[config.mk]
export PLATFORM = sky130hd
export DESIGN_NAME = snake_score_bcd
export DESIGN_NICKNAME = d
export VERILOG_FILES = /design/src/rtl/snake_score_bcd.sv
export SDC_FILE = /design/constraint.sdc
export NUM_CORES = 1
export LEC_CHECK = 0
export CAP_MARGIN = 10
export CORE_MARGIN = 5
export CORE_UTILIZATION = 58
export CTS_CLUSTER_DIAMETER = 120
export CTS_CLUSTER_SIZE = 25
export DETAILED_ROUTE_END_ITERATION = 6
export PLACE_DENSITY_LB_ADDON = 0.3
export SYNTH_ARGS = -nofsm -noshare
export SYNTH_HDL_FRONTEND = slang
export SYNTH_SLANG_ARGS = --single-unit
export TNS_END_PERCENT = 20
[constraint.sdc]
create_clock -name iCLK -period 2.8 [get_ports iCLK]
set_input_delay 0.28 -clock iCLK [delete_from_list [all_inputs] [get_ports iCLK]]
set_output_delay 0.28 -clock iCLK [all_outputs]
set_load 0.05 [all_outputs]
[src/rtl/snake_score_bcd.sv]
// snake_score_bcd: four-digit BCD score keeper for a snake game.
// It keeps the current score and a high score, runs the high-score
// compare on game over, and drives registered 7-segment digit codes.
// Leading zeros can be shown as the blank code 4'hA.
module snake_score_bcd #(
  parameter int LEAD_BLANK = 1,  // 1: leading zeros shown as 4'hA
  parameter int SAT_EN     = 1   // 1: saturate at 9999, 0: wrap and flag
) (
  input  logic       iCLK,
  input  logic       iRST_N,
  input  logic       iCLR,
  input  logic       iADD,
  input  logic       iGAME_OVER,
  input  logic       iSHOW_HI,
  output logic [3:0] oDIG0,
  output logic [3:0] oDIG1,
  output logic [3:0] oDIG2,
  output logic [3:0] oDIG3,
  output logic       oNEW_HI,
  output logic       oOVF
);

  localparam logic [3:0] BLANK_CODE = 4'hA;
  // Value shown on the upper three digits while reset is held.
  localparam logic [3:0] UPPER_RST  = (LEAD_BLANK != 0) ? BLANK_CODE : 4'h0;

  // Nibble [0] is the ones digit and nibble [3] is the thousands digit.
  logic [3:0][3:0] score_reg, score_next;
  logic [3:0][3:0] hi_reg, hi_next;
  logic            new_hi_reg, new_hi_next;
  logic            ovf_reg, ovf_next;
  logic [3:0][3:0] dig_reg, dig_next;

  // Decimal +1 on the current score, as a ripple of per-digit carries.
  logic [4:0]      carry;
  logic [3:0][3:0] inc_val;
  logic            at_max;
  logic            beats_hi;
  logic [3:0][3:0] disp_src;
  logic [3:1]      lead_zero;

  assign carry[0] = 1'b1;

  genvar gi;
  generate
    for (gi = 0; gi < 4; gi++) begin : g_inc
      // A digit rolls 9 -> 0 and passes the carry on when it receives one.
      assign inc_val[gi]  = carry[gi]
                          ? ((score_reg[gi] == 4'd9) ? 4'd0 : score_reg[gi] + 4'd1)
                          : score_reg[gi];
      assign carry[gi+1]  = carry[gi] && (score_reg[gi] == 4'd9);
    end
  endgenerate

  // A carry out of the thousands digit means the score is 9999.
  assign at_max = carry[4];

  // For valid BCD, the packed 16-bit compare gives the same order as the
  // decimal compare, so no conversion to binary is needed.
  assign beats_hi = (score_reg > hi_reg);

  // Next score and wrap flag. Clear takes priority over add.
  always_comb begin
    score_next = score_reg;
    ovf_next   = ovf_reg;
    if (iCLR) begin
      score_next = '0;
      ovf_next   = 1'b0;
    end else if (iADD) begin
      if (!at_max) begin
        score_next = inc_val;
      end else if (SAT_EN == 0) begin
        score_next = '0;
        ovf_next   = 1'b1;
      end
    end
  end

  // High-score capture uses the pre-update score. A new record sets the flag
  // even if a clear arrives in the same cycle.
  always_comb begin
    hi_next     = hi_reg;
    new_hi_next = new_hi_reg;
    if (iGAME_OVER && beats_hi) begin
      hi_next     = score_reg;
      new_hi_next = 1'b1;
    end else if (iCLR) begin
      new_hi_next = 1'b0;
    end
  end

  // Display source is selected every clock from the registered values.
  assign disp_src = iSHOW_HI ? hi_reg : score_reg;

  // A digit is a leading zero when it and every digit above it are zero.
  assign lead_zero[3] = (disp_src[3] == 4'd0);
  generate
    for (gi = 1; gi < 3; gi++) begin : g_lead
      assign lead_zero[gi] = lead_zero[gi+1] && (disp_src[gi] == 4'd0);
    end
  endgenerate

  generate
    for (gi = 0; gi < 4; gi++) begin : g_dig
      if (gi == 0) begin : g_ones
        // The ones digit is never blanked, so a zero score still shows "0".
        assign dig_next[gi] = disp_src[gi];
      end else begin : g_upper
        assign dig_next[gi] = ((LEAD_BLANK != 0) && lead_zero[gi])
                            ? BLANK_CODE : disp_src[gi];
      end
    end
  endgenerate

  // Score, high-score and flag state.
  always_ff @(posedge iCLK or negedge iRST_N) begin
    if (!iRST_N) begin
      score_reg  <= '0;
      hi_reg     <= '0;
      new_hi_reg <= 1'b0;
      ovf_reg    <= 1'b0;
    end else begin
      score_reg  <= score_next;
      hi_reg     <= hi_next;
      new_hi_reg <= new_hi_next;
      ovf_reg    <= ovf_next;
    end
  end

  // Registered digit codes, one edge behind the score registers.
  always_ff @(posedge iCLK or negedge iRST_N) begin
    if (!iRST_N) begin
      dig_reg <= {UPPER_RST, UPPER_RST, UPPER_RST, 4'h0};
    end else begin
      dig_reg <= dig_next;
    end
  end

  assign oDIG0   = dig_reg[0];
  assign oDIG1   = dig_reg[1];
  assign oDIG2   = dig_reg[2];
  assign oDIG3   = dig_reg[3];
  assign oNEW_HI = new_hi_reg;
  assign oOVF    = ovf_reg;

endmodule

# Yosys cells after proc, flatten, opt, wreduce, memory -nomap -nowiden
# Index checks and enable logic that the tools add are counted.
# word_totals
inputBits,6
word_cells,57
regBits,49
# classes
eq_ne,5
n_lt_le_gt_ge,1
addsub,4
n_reduce_logical,18
mux,16
# op_table
operator,count
two-way mux 16 bit,4
two-way mux 4 bit,10
"adder 4 x 1 -> 4 bit, second input constant",4
"equality test 4 bit, second input constant",4
greater-than comparator 16 bit,1
logical NOT 4 bit,3
nonzero test 2 bit,5
AND reduction 3 bit,3
logical AND 1 bit,6
two-way mux 1 bit,2
"!= test 2 bit, second input constant",1
AND reduction 2 bit,1

# Longest topological paths before layout
# Gate-level depths: netlist of the first run.
# logic_depth
word_depth,7
depth_mapped,9

# Least setup slack after synthesis of the first run
# Ideal clock, no wire load.
# synth_timing
kind,register -> register
start,register score_reg[15] (netlist bit)
end,register hi_reg[0] (netlist bit)
synth_period_minus_slack_ns,2.018
stages_incl_launch_ff,8
path_slack_ns,0.782
arrival_ns,1.922
setup_time_ns,0.095
path_cell_list,dfrtp_1 -> ha_1 -> nand4_2 -> or4_1 -> nand2_1 -> buf_2 -> a32oi_1 -> o31ai_1
# synth_via
elab_chain_cells,2
# synth_lines
item,line,source
start: declaration,28,"logic [3:0][3:0] score_reg, score_next;"
start signal: assignment,123,score_reg <= score_next;
greater-than comparator 16 bit,60,assign beats_hi = (score_reg > hi_reg);
logical AND 1 bit,84,if (iGAME_OVER && beats_hi) begin
end signal: assignment,124,hi_reg <= hi_next;
end: declaration,29,"logic [3:0][3:0] hi_reg, hi_next;"
# No other way between the ends.
# A chain may end at the register's enable or synchronous reset.

# Final worst setup path of the first run
# layout_timing
start,register score_reg[15] (netlist bit)
end,register hi_reg[14] (netlist bit)
# The elaborated chain is that of the path after synthesis.

==> impl_metrics.yaml, run 1 <==
status:
  status: "finished, final reports clean"
cts:
  clockBufferDepth: 2
  insertion_delay_ns: 0.30
  numCtsBuffers: 5
  clkSinkCount: 49
  cts_tree: "done"
  root_buffer: "clkbuf_8"
  clk_pin_slew_worst_paths_ns: 0.09
  htree_levels: 2
routing:
  wire_per_inst_um: 17.1
  via_per_inst: 6.14
  vias: 2462
  initialDrtViolationCount: 217
  drt_pass1_iterations: 4
  routed_wl_um: 6870
  antenna_left: 0
  post-route-drc-count: 0
power_and_ir_drop:
  p_leak_nw: 1.44
  vdd.ir_drop.worst_uv: 265
  power_density_mw_per_mm2: 421
sta:
  finalCriticalPeriod_ns: 2.27
  fin_setup_tns_ns: 0
  tightest_slew_ns: 0.579
  hold_viol_final: 0
  skew_ns: 0.0135
  maxSlewViolCount: 0
  rsz0062_at_grt: "false"
  setup_viol: 0
  fin_crit_sh: 0.811
  max_freq_mhz: 440
  relSlewSlack: 0.614
logic_synthesis:
  synth_seq_cells: 49
  synth_warnings: 0
  dominantRegCellSynth: "dfrtp_1"
  ys_types: 49
  synth_edf_count: 0
  synth.top_cell.area_share: 0.364
  synth.largest_area_cell: "dfrtp_1"
  postSynth.asyncResetShare: 1.00
  synth.cell_area_mm2: 0.00296
  synth_area_leaders: "dfrtp_1 (36%), ha_1 (10%), dfstp_2 (5.3%)"
  yosysSeqAreaShare: 0.417
  avgSynthCellArea_um2: 9.63
  netlist_instances: 307
  syn-num-nets: 337
layout:
  antenna_cells: 0
  multi_input_area_mm2: 0.00154
  area_delta_synth_final_pct: 13.4
  drive_above_1_share: 0.145
  fill_cells: 412
  postLayoutCoreUtil: 0.665
  final_nets: 361
  design_area_mm2: 0.00335
  layout.cells.most_common_list: "dfrtp_1 (43), nand2_1 (32), ha_1 (24)"
  layout_commonest_cell: "dfrtp_1"
  regArea_mm2: 0.00123
placement:
  io_buffers: 22
  dp_hpwl_um: 4710
  globalplace.congestion: 0.923
  postPlaceCellArea_mm2: 0.00326
worst_setup_path:
  crit_fanout: 10
  crit_type: "flop to flop"
  rr_endpoint: "hi_reg[14]$_DFFE_PN0P_"
  required_ns: 2.98
  critPathLaunchType: "flop"
  regToRegStartpoint: "score_reg[15]$_DFFE_PN0P_"
  reg2reg_depth: 6
  r2r_setup_slack_ns: 0.53
  arrival_ns: 2.45
  worstSetupEndpointType: "flop"
grt:
  grt_max_degree: 27
  antenna_found_initial: 0
  grt_pass1_wl_um: 11800
  grt_pass1_vias: 2485
  grt_overflow: 0
  grt_usage: 0.230
floorplanning:
  design.die.area_mm2: 0.00662
  initial_core_util: 0.586
  rows: 26
  die_h_um: 81.4
  coreArea_mm2: 0.00504
  die_w_um: 81.4
  io_pins: 24
worst_hold_path:
  worst_hold_path_type: "input pin to asynchronous set/reset pin"
job:
  max_cap_violations: 0
-- stage by stage --
stage,worst slack (ns),cells,total power [mW],hold WS [ns]
floorplan,0.782,307,0.921,-0.0156
global placement,0.582,393,0.999,0.299
detailed placement,0.531,393,1.00,0.303
CTS,0.539,401,1.42,0.501
global route,0.392,401,1.47,0.523
finish,0.528,401,1.41,0.500
-- cell type report --
class | instances | share of cell area
multi-input combinational | 217 | 0.459
tap | 70 | 0.0261
timing repair buffer | 36 | 0.0963
clock buffer | 7 | 0.0258
sequential | 49 | 0.368
inverter | 22 | 0.0246
-- power by group --
part	internal (mW)	switching (mW)
combinational	0.0754	0.147
clock	0.196	0.222
sequential	0.741	0.0289
-- worst max-delay path: stages (launching register included) --
cell     delay (ns)
dfrtp_1        0.48
ha_1           0.37
nand4_2        0.18
or4_1          0.58
and2_1         0.34
nand2_1        0.16
o21ai_2        0.06
-- cell usage after synthesis (3+ instances only) --
cell      count
buf_2         8
and3b_1       3
or4_1         3
nand4_1       4
a32oi_1      18
o21ai_1       3
dfrtp_1      43
a31oi_1       3
dfstp_2       6
o31ai_1       6
nand2_1      32
a211o_1       3
mux2_2        8
clkbuf_1      7
nor4_1       17
nor3_1        6
ha_1         24
inv_1        22
a21oi_1      12
nor2_1       12
nand3_1      12
o21ai_0      11
o21ai_2       9
-- how the worst max path moves through the flow --
| stage | start | endpoint | slack [ns] |
|---|---|---|---|
| 2_1_floorplan | score_reg[15]$_DFFE_PN0P_ | hi_reg[0]$_DFFE_PN0P_ | 0.78 |
| 3_3_place_gp | score_reg[15]$_DFFE_PN0P_ | hi_reg[3]$_DFFE_PN0P_ | 0.58 |
| 3_5_place_dp | score_reg[15]$_DFFE_PN0P_ | hi_reg[14]$_DFFE_PN0P_ | 0.53 |
| 4_1_cts | score_reg[15]$_DFFE_PN0P_ | hi_reg[14]$_DFFE_PN0P_ | 0.54 |
| 5_1_grt | score_reg[15]$_DFFE_PN0P_ | hi_reg[8]$_DFFE_PN0P_ | 0.39 |
| 6_report | score_reg[15]$_DFFE_PN0P_ | hi_reg[14]$_DFFE_PN0P_ | 0.53 |
-- layer usage --
layer	GRT usage	wire length, µm
met4	0.0895	88
met2	0.379	3250
met1	0.302	3000
met5	0	0
met3	0.0366	539
-- what timing repair did --
action | CTS | global route
endpoints found under the hold margin | 21 | 0
buffers inserted | 0 | 0
gates resized for setup | 0 | 0
hold buffers | 1 | 0
-- kinds of logic (layout without fill, tap and decap cells) --
group / Yosys count / after routing / synth area share
other: 1 / 1 / 0.00127
multiplexers: 9 / 9 / 0.0339
XOR/XNOR: 2 / 2 / 0.00593
AND/OR/NAND/NOR: 105 / 105 / 0.190
AO/OA/AOI/OAI: 76 / 76 / 0.188
flip-flops: 49 / 49 / 0.417
adder cells (fa/ha/maj): 24 / 24 / 0.102
buffers and inverters: 41 / 65 / 0.0618
No activity file was read; power rests on OpenSTA's default activity.
==> run 2: changes to the inputs <==
--- a/config.mk
+++ b/config.mk
@@ -7,7 +7,7 @@
 export LEC_CHECK = 0
 export CAP_MARGIN = 10
 export CORE_MARGIN = 5
-export CORE_UTILIZATION = 58
+export CORE_UTILIZATION = 53
 export CTS_CLUSTER_DIAMETER = 120
 export CTS_CLUSTER_SIZE = 25
 export DETAILED_ROUTE_END_ITERATION = 6
==> constraint.sdc (replaced) <==
create_clock -name iCLK -period 1.9 [get_ports iCLK]
set_input_delay 0.19 -clock iCLK [delete_from_list [all_inputs] [get_ports iCLK]]
set_output_delay 0.19 -clock iCLK [all_outputs]
set_load 0.05 [all_outputs]
==> impl_metrics.yaml, run 2 (synthesis results as in run 1) <==
worst_setup_path:
  crit_type: "flop to flop"
  crit_fanout: 16
  required_ns: 2.09
  arrival_ns: 2.19
  r2r_setup_slack_ns: -0.10
  critPathLaunchType: "flop"
  worstSetupEndpointType: "flop"
routing:
  via_per_inst: 5.82
  antenna_left: 0
  drt_pass1_iterations: 4
  routed_wl_um: 7870
  post-route-drc-count: 0
  wire_per_inst_um: 16.8
  initialDrtViolationCount: 207
  vias: 2731
power_and_ir_drop:
  p_seq_frac: 0.509
  combPwrFrac: 0.202
  switching_power_mw: 0.620
  clkPwrFrac: 0.289
  internal_power_mw: 1.56
  p_leak_nw: 1.80
  p_total_mw: 2.18
  sw_frac_of_total: 0.284
  vdd.ir_drop.worst_uv: 459
  power_density_mw_per_mm2: 538
grt:
  grt_pass1_wl_um: 12800
  grt_usage: 0.223
  grt_overflow: 0
  grt_max_degree: 24
  antenna_found_initial: 0
  grt_pass1_vias: 2651
floorplanning:
  initial_core_util: 0.540
  io_pins: 24
  coreArea_mm2: 0.00547
  design.die.area_mm2: 0.00717
  die_h_um: 84.7
  rows: 27
  die_w_um: 84.7
cts:
  insertion_delay_ns: 0.30
  cts_tree: "done"
  htree_levels: 2
  clk_pin_slew_worst_paths_ns: 0.09
  post_cts_buffers: 0
  numCtsBuffers: 5
  root_buffer: "clkbuf_8"
  clkSinkCount: 49
  clockBufferDepth: 2
worst_hold_path:
  worst_hold_path_type: "input pin to asynchronous set/reset pin"
layout:
  final_nets: 426
  drive_above_1_share: 0.363
  area_delta_synth_final_pct: 37.3
  layout_commonest_cell: "buf_4"
  antenna_cells: 0
  layout.cells.most_common_list: "buf_4 (73), dfrtp_1 (41), nand2_1 (31)"
  design_area_mm2: 0.00406
status:
  violations: "negative setup slack"
  status: "finished, violations left"
sta:
  relSlewSlack: 0.660
  setup_ws_ns: -0.101
  hold_viol_final: 0
  setup_viol: 19
  maxSlewViolCount: 0
  rsz0062_at_grt: "true"
  max_freq_mhz: 500
  skew_ns: 0.00536
  tightest_slew_ns: 0.509
  fin_setup_tns_ns: -1.17
  fin_crit_sh: 1.05
  finalCriticalPeriod_ns: 2.00
placement:
  postPlaceCellArea_mm2: 0.00377
  dp_hpwl_um: 5720
  globalplace.congestion: 0.874
  dp_slack_ns: -0.216
  io_buffers: 22
job:
  max_cap_violations: 0
## run 2: worst max-delay path, stage by stage, from the launching register on
cell and delay, ns:
dfrtp_1 0.35, inv_1 0.06, ha_1 0.29, nor2b_1 0.14
o211ai_1 0.10, a2111o_1 0.42, buf_6 0.19, a32oi_2 0.25
o21ai_2 0.08
## run 2: timing repair
action | 4_1_cts | 5_1_grt
gates resized for setup | 20 | 19
hold buffers | 1 | 0
pin swaps | 3 | 5
hold endpoints to repair | 8 | 0
endpoints found under the setup margin | 23 | 30
## run 2: final timing paths
check,start,end,cells past startpoint
max in group asynchronous,iRST_N,oDIG1[1]$_DFF_PN1_,3
min in group iCLK,hi_reg[7]$_DFFE_PN0P_,hi_reg[7]$_DFFE_PN0P_,2
worst max-delay path,hi_reg[1]$_DFFE_PN0P_,hi_reg[10]$_DFFE_PN0P_,8
worst min register to register,hi_reg[7]$_DFFE_PN0P_,hi_reg[7]$_DFFE_PN0P_,2
worst max register to register,hi_reg[1]$_DFFE_PN0P_,hi_reg[10]$_DFFE_PN0P_,8
worst min-delay path,iRST_N,oDIG1[0]$_DFF_PN0_,2
## run 2: power groups by stage
stage | clock [mW] | sequential (mW) | combinational, mW
finish | 0.631 | 1.11 | 0.441
global route | 0.691 | 1.11 | 0.477
CTS | 0.642 | 1.11 | 0.423
detailed placement | 0 | 1.13 | 0.415
global placement | 0 | 1.13 | 0.406
floorplan | 0 | 1.23 | 0.132
## run 2: metrics by stage
| step | std cells | util | hold WS, ns |
|---|---|---|---|
| 2_1_floorplan | 307 | - | -0.106 |
| 3_3_place_gp | 460 | 0.690 | 0.0887 |
| 3_5_place_dp | 460 | 0.690 | 0.0888 |
| 4_1_cts | 469 | 0.723 | 0.299 |
| 5_1_grt | 469 | 0.741 | 0.333 |
| 6_report | 469 | 0.741 | 0.299 |
## run 2: per-layer routing
metal,vias up,share of wire,global-route usage
met5,-,0,0
met4,0,0.013,0.0633
met3,10,0.056,0.0393
met2,87,0.46,0.363
met1,1309,0.47,0.305
li1,1325,-,-
## run 2: layout make-up
| cell class | count | area [µm²] |
|---|---|---|
| clock buffer | 8 | 90.1 |
| timing repair buffer | 101 | 837 |
| multi-input combinational | 217 | 1720 |
| tap | 72 | 90.1 |
| inverter | 22 | 82.6 |
| sequential | 49 | 1240 |
| fill | 391 | 1420 |
